==> src/rtl/myproject.sv <==
// Streaming feature head: four saturated quadrant sums plus the frame maximum
// of one signed pixel frame, with an ap_ctrl_hs block-level handshake.
module myproject #(
    parameter int FP_TOTAL = 16,
    parameter int IMG_ROWS = 48,
    parameter int IMG_COLS = 48,
    parameter int ACC_W    = 32
) (
    input  logic                ap_clk,
    input  logic                ap_rst_n,
    input  logic                ap_start,
    output logic                ap_idle,
    output logic                ap_ready,
    output logic                ap_done,
    input  logic [FP_TOTAL-1:0] conv2d_input_V_data_0_V_TDATA,
    input  logic                conv2d_input_V_data_0_V_TVALID,
    output logic                conv2d_input_V_data_0_V_TREADY,
    output logic [FP_TOTAL-1:0] layer15_out_V_data_0_V_TDATA,
    output logic                layer15_out_V_data_0_V_TVALID,
    input  logic                layer15_out_V_data_0_V_TREADY,
    output logic [FP_TOTAL-1:0] layer15_out_V_data_1_V_TDATA,
    output logic                layer15_out_V_data_1_V_TVALID,
    input  logic                layer15_out_V_data_1_V_TREADY,
    output logic [FP_TOTAL-1:0] layer15_out_V_data_2_V_TDATA,
    output logic                layer15_out_V_data_2_V_TVALID,
    input  logic                layer15_out_V_data_2_V_TREADY,
    output logic [FP_TOTAL-1:0] layer15_out_V_data_3_V_TDATA,
    output logic                layer15_out_V_data_3_V_TVALID,
    input  logic                layer15_out_V_data_3_V_TREADY,
    output logic [FP_TOTAL-1:0] layer15_out_V_data_4_V_TDATA,
    output logic                layer15_out_V_data_4_V_TVALID,
    input  logic                layer15_out_V_data_4_V_TREADY
);

    localparam int ROW_W = (IMG_ROWS > 1) ? $clog2(IMG_ROWS) : 1;
    localparam int COL_W = (IMG_COLS > 1) ? $clog2(IMG_COLS) : 1;

    localparam logic [ROW_W-1:0] LAST_ROW = ROW_W'(IMG_ROWS - 1);
    localparam logic [COL_W-1:0] LAST_COL = COL_W'(IMG_COLS - 1);
    localparam logic [ROW_W-1:0] HALF_ROW = ROW_W'(IMG_ROWS / 2);
    localparam logic [COL_W-1:0] HALF_COL = COL_W'(IMG_COLS / 2);

    localparam logic [FP_TOTAL-1:0]     FP_MAX = {1'b0, {(FP_TOTAL-1){1'b1}}};
    localparam logic [FP_TOTAL-1:0]     FP_MIN = {1'b1, {(FP_TOTAL-1){1'b0}}};
    localparam logic signed [ACC_W-1:0] SAT_HI = ACC_W'(FP_MAX);
    localparam logic signed [ACC_W-1:0] SAT_LO = ~SAT_HI;

    typedef enum logic [1:0] {
        S_IDLE,
        S_READ,
        S_WRITE,
        S_DONE
    } state_t;

    state_t r_state;
    state_t w_state_next;

    logic [ROW_W-1:0]          r_row;
    logic [COL_W-1:0]          r_col;
    logic signed [ACC_W-1:0]   r_acc [4];
    logic [FP_TOTAL-1:0]       r_max;
    logic                      r_in_tready;
    logic                      r_ap_idle;
    logic                      r_ap_ready;
    logic                      r_ap_done;
    logic [4:0]                r_out_valid;
    logic [FP_TOTAL-1:0]       r_out_data [5];

    logic                      w_pix_fire;
    logic                      w_last_pix;
    logic [1:0]                w_quad;
    logic signed [ACC_W-1:0]   w_pix_ext;
    logic signed [ACC_W-1:0]   w_acc_next [4];
    logic [FP_TOTAL-1:0]       w_max_next;
    logic [4:0]                w_out_tready;
    logic [4:0]                w_valid_rem;

    function automatic logic [FP_TOTAL-1:0] f_sat(input logic signed [ACC_W-1:0] a);
        if (a > SAT_HI) begin
            return FP_MAX;
        end else if (a < SAT_LO) begin
            return FP_MIN;
        end
        return a[FP_TOTAL-1:0];
    endfunction

    assign w_out_tready = {layer15_out_V_data_4_V_TREADY, layer15_out_V_data_3_V_TREADY,
                           layer15_out_V_data_2_V_TREADY, layer15_out_V_data_1_V_TREADY,
                           layer15_out_V_data_0_V_TREADY};

    // TREADY is only ever high in READ, so a fire never happens in other states.
    assign w_pix_fire  = r_in_tready & conv2d_input_V_data_0_V_TVALID;
    assign w_last_pix  = w_pix_fire && (r_row == LAST_ROW) && (r_col == LAST_COL);
    assign w_quad      = {r_row >= HALF_ROW, r_col >= HALF_COL};
    assign w_pix_ext   = {{(ACC_W-FP_TOTAL){conv2d_input_V_data_0_V_TDATA[FP_TOTAL-1]}},
                          conv2d_input_V_data_0_V_TDATA};
    assign w_max_next  = (w_pix_fire &&
                          ($signed(conv2d_input_V_data_0_V_TDATA) > $signed(r_max)))
                         ? conv2d_input_V_data_0_V_TDATA : r_max;
    assign w_valid_rem = r_out_valid & ~w_out_tready;

    // NOTE: every output of an always_comb gets a default first, so no path leaves it unassigned and no latch is inferred.
    always_comb begin
        for (int q = 0; q < 4; q++) begin
            w_acc_next[q] = r_acc[q];
            if (w_pix_fire && (w_quad == 2'(q))) begin
                w_acc_next[q] = r_acc[q] + w_pix_ext;
            end
        end
    end

    always_comb begin
        w_state_next = r_state;
        case (r_state)
            S_IDLE:  if (ap_start) w_state_next = S_READ;
            S_READ:  if (w_last_pix) w_state_next = S_WRITE;
            S_WRITE: if (w_valid_rem == 5'b0) w_state_next = S_DONE;
            S_DONE:  w_state_next = S_IDLE;
            default: w_state_next = S_IDLE;
        endcase
    end

    // NOTE: sequential state uses non-blocking assignments so every register samples pre-edge values.
    always_ff @(posedge ap_clk) begin
        if (!ap_rst_n) begin
            r_state <= S_IDLE;
        end else begin
            r_state <= w_state_next;
        end
    end

    // NOTE: the accumulator array is small register state, not RAM, so it is cleared by reset like everything else.
    always_ff @(posedge ap_clk) begin
        if (!ap_rst_n) begin
            r_row       <= '0;
            r_col       <= '0;
            r_max       <= '0;
            r_in_tready <= 1'b0;
            r_ap_idle   <= 1'b1;
            r_ap_ready  <= 1'b0;
            r_ap_done   <= 1'b0;
            r_out_valid <= '0;
            for (int q = 0; q < 4; q++) r_acc[q] <= '0;
            for (int k = 0; k < 5; k++) r_out_data[k] <= '0;
        end else begin
            r_ap_idle  <= (w_state_next == S_IDLE);
            r_ap_ready <= w_last_pix;
            r_ap_done  <= (r_state == S_WRITE) && (w_state_next == S_DONE);

            case (r_state)
                S_IDLE: begin
                    if (ap_start) begin
                        r_row       <= '0;
                        r_col       <= '0;
                        r_max       <= FP_MIN;
                        r_in_tready <= 1'b1;
                        for (int q = 0; q < 4; q++) r_acc[q] <= '0;
                    end
                end
                S_READ: begin
                    if (w_pix_fire) begin
                        r_max <= w_max_next;
                        for (int q = 0; q < 4; q++) r_acc[q] <= w_acc_next[q];
                        if (r_col == LAST_COL) begin
                            r_col <= '0;
                            r_row <= (r_row == LAST_ROW) ? '0 : r_row + 1'b1;
                        end else begin
                            r_col <= r_col + 1'b1;
                        end
                    end
                    // Results are loaded from the post-update values so WRITE starts on the next cycle.
                    if (w_last_pix) begin
                        r_in_tready <= 1'b0;
                        r_out_valid <= '1;
                        for (int q = 0; q < 4; q++) r_out_data[q] <= f_sat(w_acc_next[q]);
                        r_out_data[4] <= w_max_next;
                    end
                end
                S_WRITE: begin
                    r_out_valid <= w_valid_rem;
                end
                default: begin
                end
            endcase
        end
    end

    assign ap_idle  = r_ap_idle;
    assign ap_ready = r_ap_ready;
    assign ap_done  = r_ap_done;
    assign conv2d_input_V_data_0_V_TREADY = r_in_tready;

    assign layer15_out_V_data_0_V_TDATA  = r_out_data[0];
    assign layer15_out_V_data_1_V_TDATA  = r_out_data[1];
    assign layer15_out_V_data_2_V_TDATA  = r_out_data[2];
    assign layer15_out_V_data_3_V_TDATA  = r_out_data[3];
    assign layer15_out_V_data_4_V_TDATA  = r_out_data[4];
    assign layer15_out_V_data_0_V_TVALID = r_out_valid[0];
    assign layer15_out_V_data_1_V_TVALID = r_out_valid[1];
    assign layer15_out_V_data_2_V_TVALID = r_out_valid[2];
    assign layer15_out_V_data_3_V_TVALID = r_out_valid[3];
    assign layer15_out_V_data_4_V_TVALID = r_out_valid[4];

endmodule

==> config.mk <==
export PLATFORM = sky130hd
export DESIGN_NAME = myproject
export DESIGN_NICKNAME = d
export VERILOG_FILES = /design/src/rtl/myproject.sv
export SDC_FILE = /design/constraint.sdc
export NUM_CORES = 1
export LEC_CHECK = 0
export CAP_MARGIN = 20
export CELL_PAD_IN_SITES_DETAIL_PLACEMENT = 0
export CELL_PAD_IN_SITES_GLOBAL_PLACEMENT = 1
export CORE_ASPECT_RATIO = 0.9
export CORE_MARGIN = 10
export CORE_UTILIZATION = 42
export DETAILED_ROUTE_END_ITERATION = 6
export PLACE_DENSITY = 0.84
export SLEW_MARGIN = 10
export SYNTH_ARGS = -nofsm -noshare
export SYNTH_HDL_FRONTEND = slang
export SYNTH_SLANG_ARGS = --single-unit
==> constraint.sdc <==
create_clock -name ap_clk -period 4.2 [get_ports ap_clk]
set_clock_uncertainty 0.05 [all_clocks]
set_input_delay 0.84 -clock ap_clk [delete_from_list [all_inputs] [get_ports ap_clk]]
set_output_delay 0.84 -clock ap_clk [all_outputs]
set_load 0.1 [all_outputs]
Word-level counts from Yosys, hierarchy flattened
Memories as Yosys holds them, arrays and structs flattened.
Index checks and enable logic that the tools add are counted.
{"block": "word_totals", "register_bits": 39, "ramBits": 208, "elab_cells": 170, "memories": 2}
{"memory": "r_acc", "depth": 4, "width": 32, "rd": 4, "rd_clocked_by_memory_dff": 0, "wr": 4, "line_no": "60", "source": "logic signed [ACC_W-1:0] r_acc [4];"}
{"memory": "r_out_data", "depth": 5, "width": 16, "rd": 5, "rd_clocked_by_memory_dff": 0, "wr": 5, "line_no": "67", "source": "logic [FP_TOTAL-1:0] r_out_data [5];"}
{"block": "op_classes", "n_addsub": 6, "magnitude_cmp": 11, "eq_ne": 13, "n_mux": 95, "n_bitwise": 16, "reduce_logical": 18}
{"operator": "16-bit 2-to-1 mux", "n": 32}
{"operator": "32-bit 2-to-1 mux", "n": 12}
{"operator": "32-bit by 16-bit adder with 32-bit output", "n": 4}
{"operator": "32-bit by 16-bit > comparator with 1-bit output (second input constant)", "n": 4}
{"operator": "32-bit by 16-bit less-than comparator with 1-bit output (second input constant)", "n": 4}
{"operator": "6-bit 2-to-1 mux", "n": 6}
{"operator": "1-bit 2-to-1 mux", "n": 35}
{"operator": "16-bit case mux with 2 select lines", "n": 1}
{"operator": "6-bit case mux with 2 select lines", "n": 2}
{"operator": "16-bit > comparator", "n": 1}
{"operator": "1-bit bitwise OR", "n": 13}
{"operator": "6-bit by 1-bit adder with 6-bit output (second input constant)", "n": 2}
{"operator": "6-bit == test (second input constant)", "n": 2}
{"operator": "6-bit by 5-bit greater-or-equal comparator with 1-bit output (second input constant)", "n": 2}
{"operator": "2-bit == test (second input constant)", "n": 5}
{"operator": "5-bit case mux with 2 select lines", "n": 1}
{"operator": "1-bit logical AND", "n": 8}
{"operator": "2-bit != test (second input constant)", "n": 4}
{"operator": "2-bit case mux with 4 select lines", "n": 1}
{"operator": "2-bit logical NOT", "n": 3}
{"operator": "2-bit 2-to-1 mux", "n": 3}
{"operator": "3-bit AND reduction", "n": 2}
{"operator": "5-bit bitwise AND", "n": 1}
{"operator": "5-bit logical NOT", "n": 1}
{"operator": "8 further kinds", "n": 10}

Longest topological paths before layout
{"block": "logic_depth", "depth_word": 15, "ltp_mapped": 15, "mapped_depth_nobuf": 14}

Worst setup path before layout
OpenSTA, ideal clock, no wires.
{"block": "synth_path", "kind": "input port to flip-flop", "startpoint": "in conv2d_input_V_data_0_V_TDATA[0]", "endpoint": "mem r_out_data[3][5], in the netlist r_out_data[0][53], data pin", "t_arrival_ns": 4.282, "t_required_ns": 4.005, "path_slack_ns": -0.276, "path_stages": 14, "path_buffers": 1, "path_cell_list": "ha_1 -> fa_1 -> a21o_1 -> a22o_1 -> a211oi_2 -> o21ai_2 -> a2111oi_4 -> a211oi_1 -> or4_1 -> or4b_1 -> nor4_2 -> a32oi_1 -> buf_6 -> o21ai_1"}
{"element": "start, declared", "line_no": "15", "source": "input logic [FP_TOTAL-1:0] conv2d_input_V_data_0_V_TDATA,"}
{"element": "end, declared", "line_no": "67"}

==> flow_metrics.env <==
export IMPL_numCtsBuffers=30
export IMPL_r2r_slack_ns=0.09
export IMPL_place_area_mm2=0.02395
export IMPL_ys_ff_latch=247
export IMPL_worst_slew_pin_slew_ns=1.137
export IMPL_clk_pin_slew_ns=0.06
export IMPL_cp_end_kind="register"
export IMPL_dieHeight_um=218.6
export IMPL_slowest_stage="ha_2"
export IMPL_grt_antenna_before_repair=0
export IMPL_avgSynthCellArea_um2=8.723
export IMPL_die_area_mm2=0.05259
export IMPL_swShare=0.3293
export IMPL_ys_top_cells_by_area="edfxtp_1 (29%), ha_1 (9.8%), dfxtp_1 (7.7%), a21oi_1 (6.3%), nor2_1 (5.4%)"
export IMPL_syn_to_final_growth_pct=43.20
export IMPL_setup_viol=0
export IMPL_numPortBuffers=113
export IMPL_wl_met2_um=29670
export IMPL_synth_edf_count=176
export IMPL_core_area_mm2=0.04315
export IMPL_routedWlPerCell_um=19.46
export IMPL_final_period_utilization=0.9959
export IMPL_path_buf_inv=7
export IMPL_final_instance_count_excl_fill=3300
export IMPL_clk_latency_ns=0.58
export IMPL_ys_seq_area_frac=0.3645
export IMPL_dp_cells=3194
export IMPL_power_density_mw_per_mm2=295.5
export IMPL_grt_ovfl_total=0
export IMPL_critPathKind="in2reg"
export IMPL_slew_headroom=0.2394
export IMPL_gp_congestion=0.9584
export IMPL_power_switching_mw=2.563
export IMPL_clk_path_buf_depth=3
export IMPL_n_antenna_cell=0
export IMPL_row_count=72
export IMPL_worst_path_most_repeated_cell="buf_6"
export IMPL_postRouteAntennaNets=0
export IMPL_fin_nets=2894
export IMPL_startpoint_type="input pin"
export IMPL_routed_via_density=5.768
export IMPL_root_buffer="clkbuf_16"
export IMPL_cpPeakStageDelay_ns=0.36
export IMPL_yosysTopAreaCell="edfxtp_1"
export IMPL_drt_initial_drc_count=1546
export IMPL_maxCapViolCount=0
export IMPL_ys_async_sr_fraction=0
export IMPL_crit_chain="dlygate4sd2_1 -> buf_6 -> buf_12 -> ha_2 -> nand2_1 -> buf_4 -> o21ai_0 -> buf_4 -> a22oi_1 -> nand3b_1 -> xnor2_1 -> mux2i_1 -> and4_1 -> and3_1 -> nand4_1 -> o311ai_4 -> buf_6 -> buf_6 -> a21oi_1"
export IMPL_cts_tree="yes"
export IMPL_syn_cell_area_mm2=0.01840
export IMPL_cp_top_family="buffers and inverters"
export IMPL_num_vias=19030
export IMPL_synthFlopType="edfxtp_1"
export IMPL_critPathArrivalTime_ns=4.45
export IMPL_fin_area_mm2=0.02635
export IMPL_comb_power_share=0.311
export IMPL_seq_power_share=0.359
export IMPL_total_power_mw=7.784
export IMPL_synth_cell_types=82
export IMPL_wirelength_um=64210
export IMPL_clock_power_share=0.330
export IMPL_rsz0062_at_grt="yes"
export IMPL_start_util=0.4264
export IMPL_grt_pass1_vias=18480
export IMPL_p_leak_nw=10.73
export IMPL_dpl_hpwl_um=47220
export IMPL_ir_worst_vdd_mv=0.3220
export IMPL_h_tree_depth=1
export IMPL_die_w_um=240.6
export IMPL_drive_above_1_share=0.2995
export IMPL_synth_cells=2109
export IMPL_yosys_warnings=0
export IMPL_min_path_type="reg2reg"
export IMPL_crit_required_ns=4.47
export IMPL_maxUsedRoutingLayer="met4"
export IMPL_top_level_ports=114
export IMPL_wl_met1_um=27870
export IMPL_finalHoldViolations=0
export IMPL_status="finished, final reports clean"
export IMPL_grt_pass1_wl_um=97930
export IMPL_firstDrtPassIters=5
export IMPL_fin_crit_ns=4.183
export IMPL_synth_top_area_frac=0.2873
export IMPL_cts_hold_buf=0
export IMPL_grt_max_degree=52
export IMPL_drc_errors=0
export IMPL_final_max_slew_viol_count=0
export IMPL_worst_path_max_fanout=5
export IMPL_synthesis_nets=2282
export IMPL_wl_met3_um=3942
export IMPL_timing_fmax_mhz=239.1
export IMPL_grtUsageTotal=0.2304
export IMPL_clock_sinks=247
export IMPL_p_int_mw=5.221
stage by stage:
step	util	setup TNS, ns	hold slack [ns]	setup slack (ns)
after global routing	0.6105	-2.925	0.4577	-0.1299
final	0.6105	0	0.4234	0.01705
after floorplan	-	-0.4043	0.4005	-0.04144
after detailed placement	0.5551	-71.00	0.4177	-1.205
after global placement	0.5551	-65.71	0.4104	-1.253
after CTS	0.5943	-0.1459	0.4255	-0.04239
registers in the layout (all words and copies together), names as in the netlist:
signal,count
r_acc,128
r_out_data,80
r_max,16
r_col,6
r_row,6
r_out_valid,5
r_state,2
ap_done,1
ap_idle,1
ap_ready,1
conv2d_input_V_data_0_V_TREADY,1
final timing paths:
kind,startpoint,endpoint,depth (start not counted)
setup reg to reg,r_acc[1][0],r_out_data[0][26],15
hold reg to reg,r_acc[2][0],r_acc[2][0],2
hold / removal,r_acc[2][0],r_acc[2][0],2
setup / recovery,conv2d_input_V_data_0_V_TDATA[11],r_out_data[0][25],19
cell usage in the layout, fill, tap and decap left out, types with 32 or more instances in the layout:
cell and instances:
a211oi_1 35, a21o_1 54, a21oi_1 209, buf_4 539, clkbuf_16 32, clkdlybuf4s50_1 97, dfxtp_1 70, edfxtp_1 176
ha_1 112, inv_1 57, mux2i_1 61, nand2_1 159, nand3_1 45, nand4_1 53, nor2_1 265, nor3_1 36
o21ai_0 80, o21ai_1 37, xnor2_1 44, xor2_1 48
synthesized netlist by cell type (11+ instances only):
library cell    n
buf_2          11
or3_1          14
nor2_1        267
buf_1          11
clkbuf_1       78
a22o_1         18
o211ai_1       20
nor4_1         11
and3_1         27
o21ai_1        22
nand2b_1       16
o21bai_1       12
nand3_1        51
nor2b_1        22
ha_1          144
inv_1          58
xor2_1         49
nand4_1        53
mux2i_1        65
a211oi_1       48
a31oi_1        22
o21ai_0       116
xnor2_1        45
o21a_1         26
nor3_1         46
a21o_1         54
nand2_1       163
dfxtp_1        71
a21oi_1       230
edfxtp_1      176
worst reg2reg max path, cell delays in order, from the launching register on:
cell and delay [ns]:
edfxtp_1 0.41, ha_2 0.21, fa_2 0.41, a211oi_2 0.27, buf_4 0.14, o211ai_1 0.15
a21o_1 0.23, a21o_1 0.19, xor2_2 0.18, or3b_4 0.40, a221oi_2 0.26, nand4_1 0.18
nor4_4 0.37, a32oi_4 0.21, buf_6 0.19, a21oi_1 0.12
power groups by stage:
stage	clock (mW)	sequential, mW	combinational [mW]
floorplan	0	3.13	0.975
global placement	0	2.84	2.18
detailed placement	0	2.84	2.22
CTS	2.62	2.79	2.31
global route	2.69	2.81	2.59
finish	2.57	2.80	2.42
timing repair:
action	4_1_cts	5_1_grt
buffers inserted	29	14
cloned	2	4
gates resized for setup	131	132
setup endpoints to repair	63	60
pin swaps	26	38
hold endpoints to repair	0	0
kinds of logic after synthesis:
family,Yosys count,share of synthesized area
buffers and inverters,163,0.03584
AO/OA/AOI/OAI,664,0.2292
adder cells (fa/ha/maj),148,0.1023
XOR/XNOR,94,0.04475
multiplexers,70,0.03842
AND/OR/NAND/NOR,723,0.1850
flip-flops,247,0.3645
area by class of cell:
class | count | area, um2
inverters | 58 | 217.7
clock buffers | 34 | 787.0
repair buffers | 683 | 5602
well taps | 555 | 694.4
fillers | 3613 | 16810
clock inverters | 22 | 181.4
flip-flops and latches | 247 | 6708
multi-input cells | 1701 | 12160
layer usage:
metal | track usage | vias to the layer above
li1 | - | 9154
met5 | 0 | -
met1 | 0.2993 | 9097
met2 | 0.3747 | 640
met4 | 0.1014 | 0
met3 | 0.03309 | 142
No activity file was read; power rests on OpenSTA's default activity.
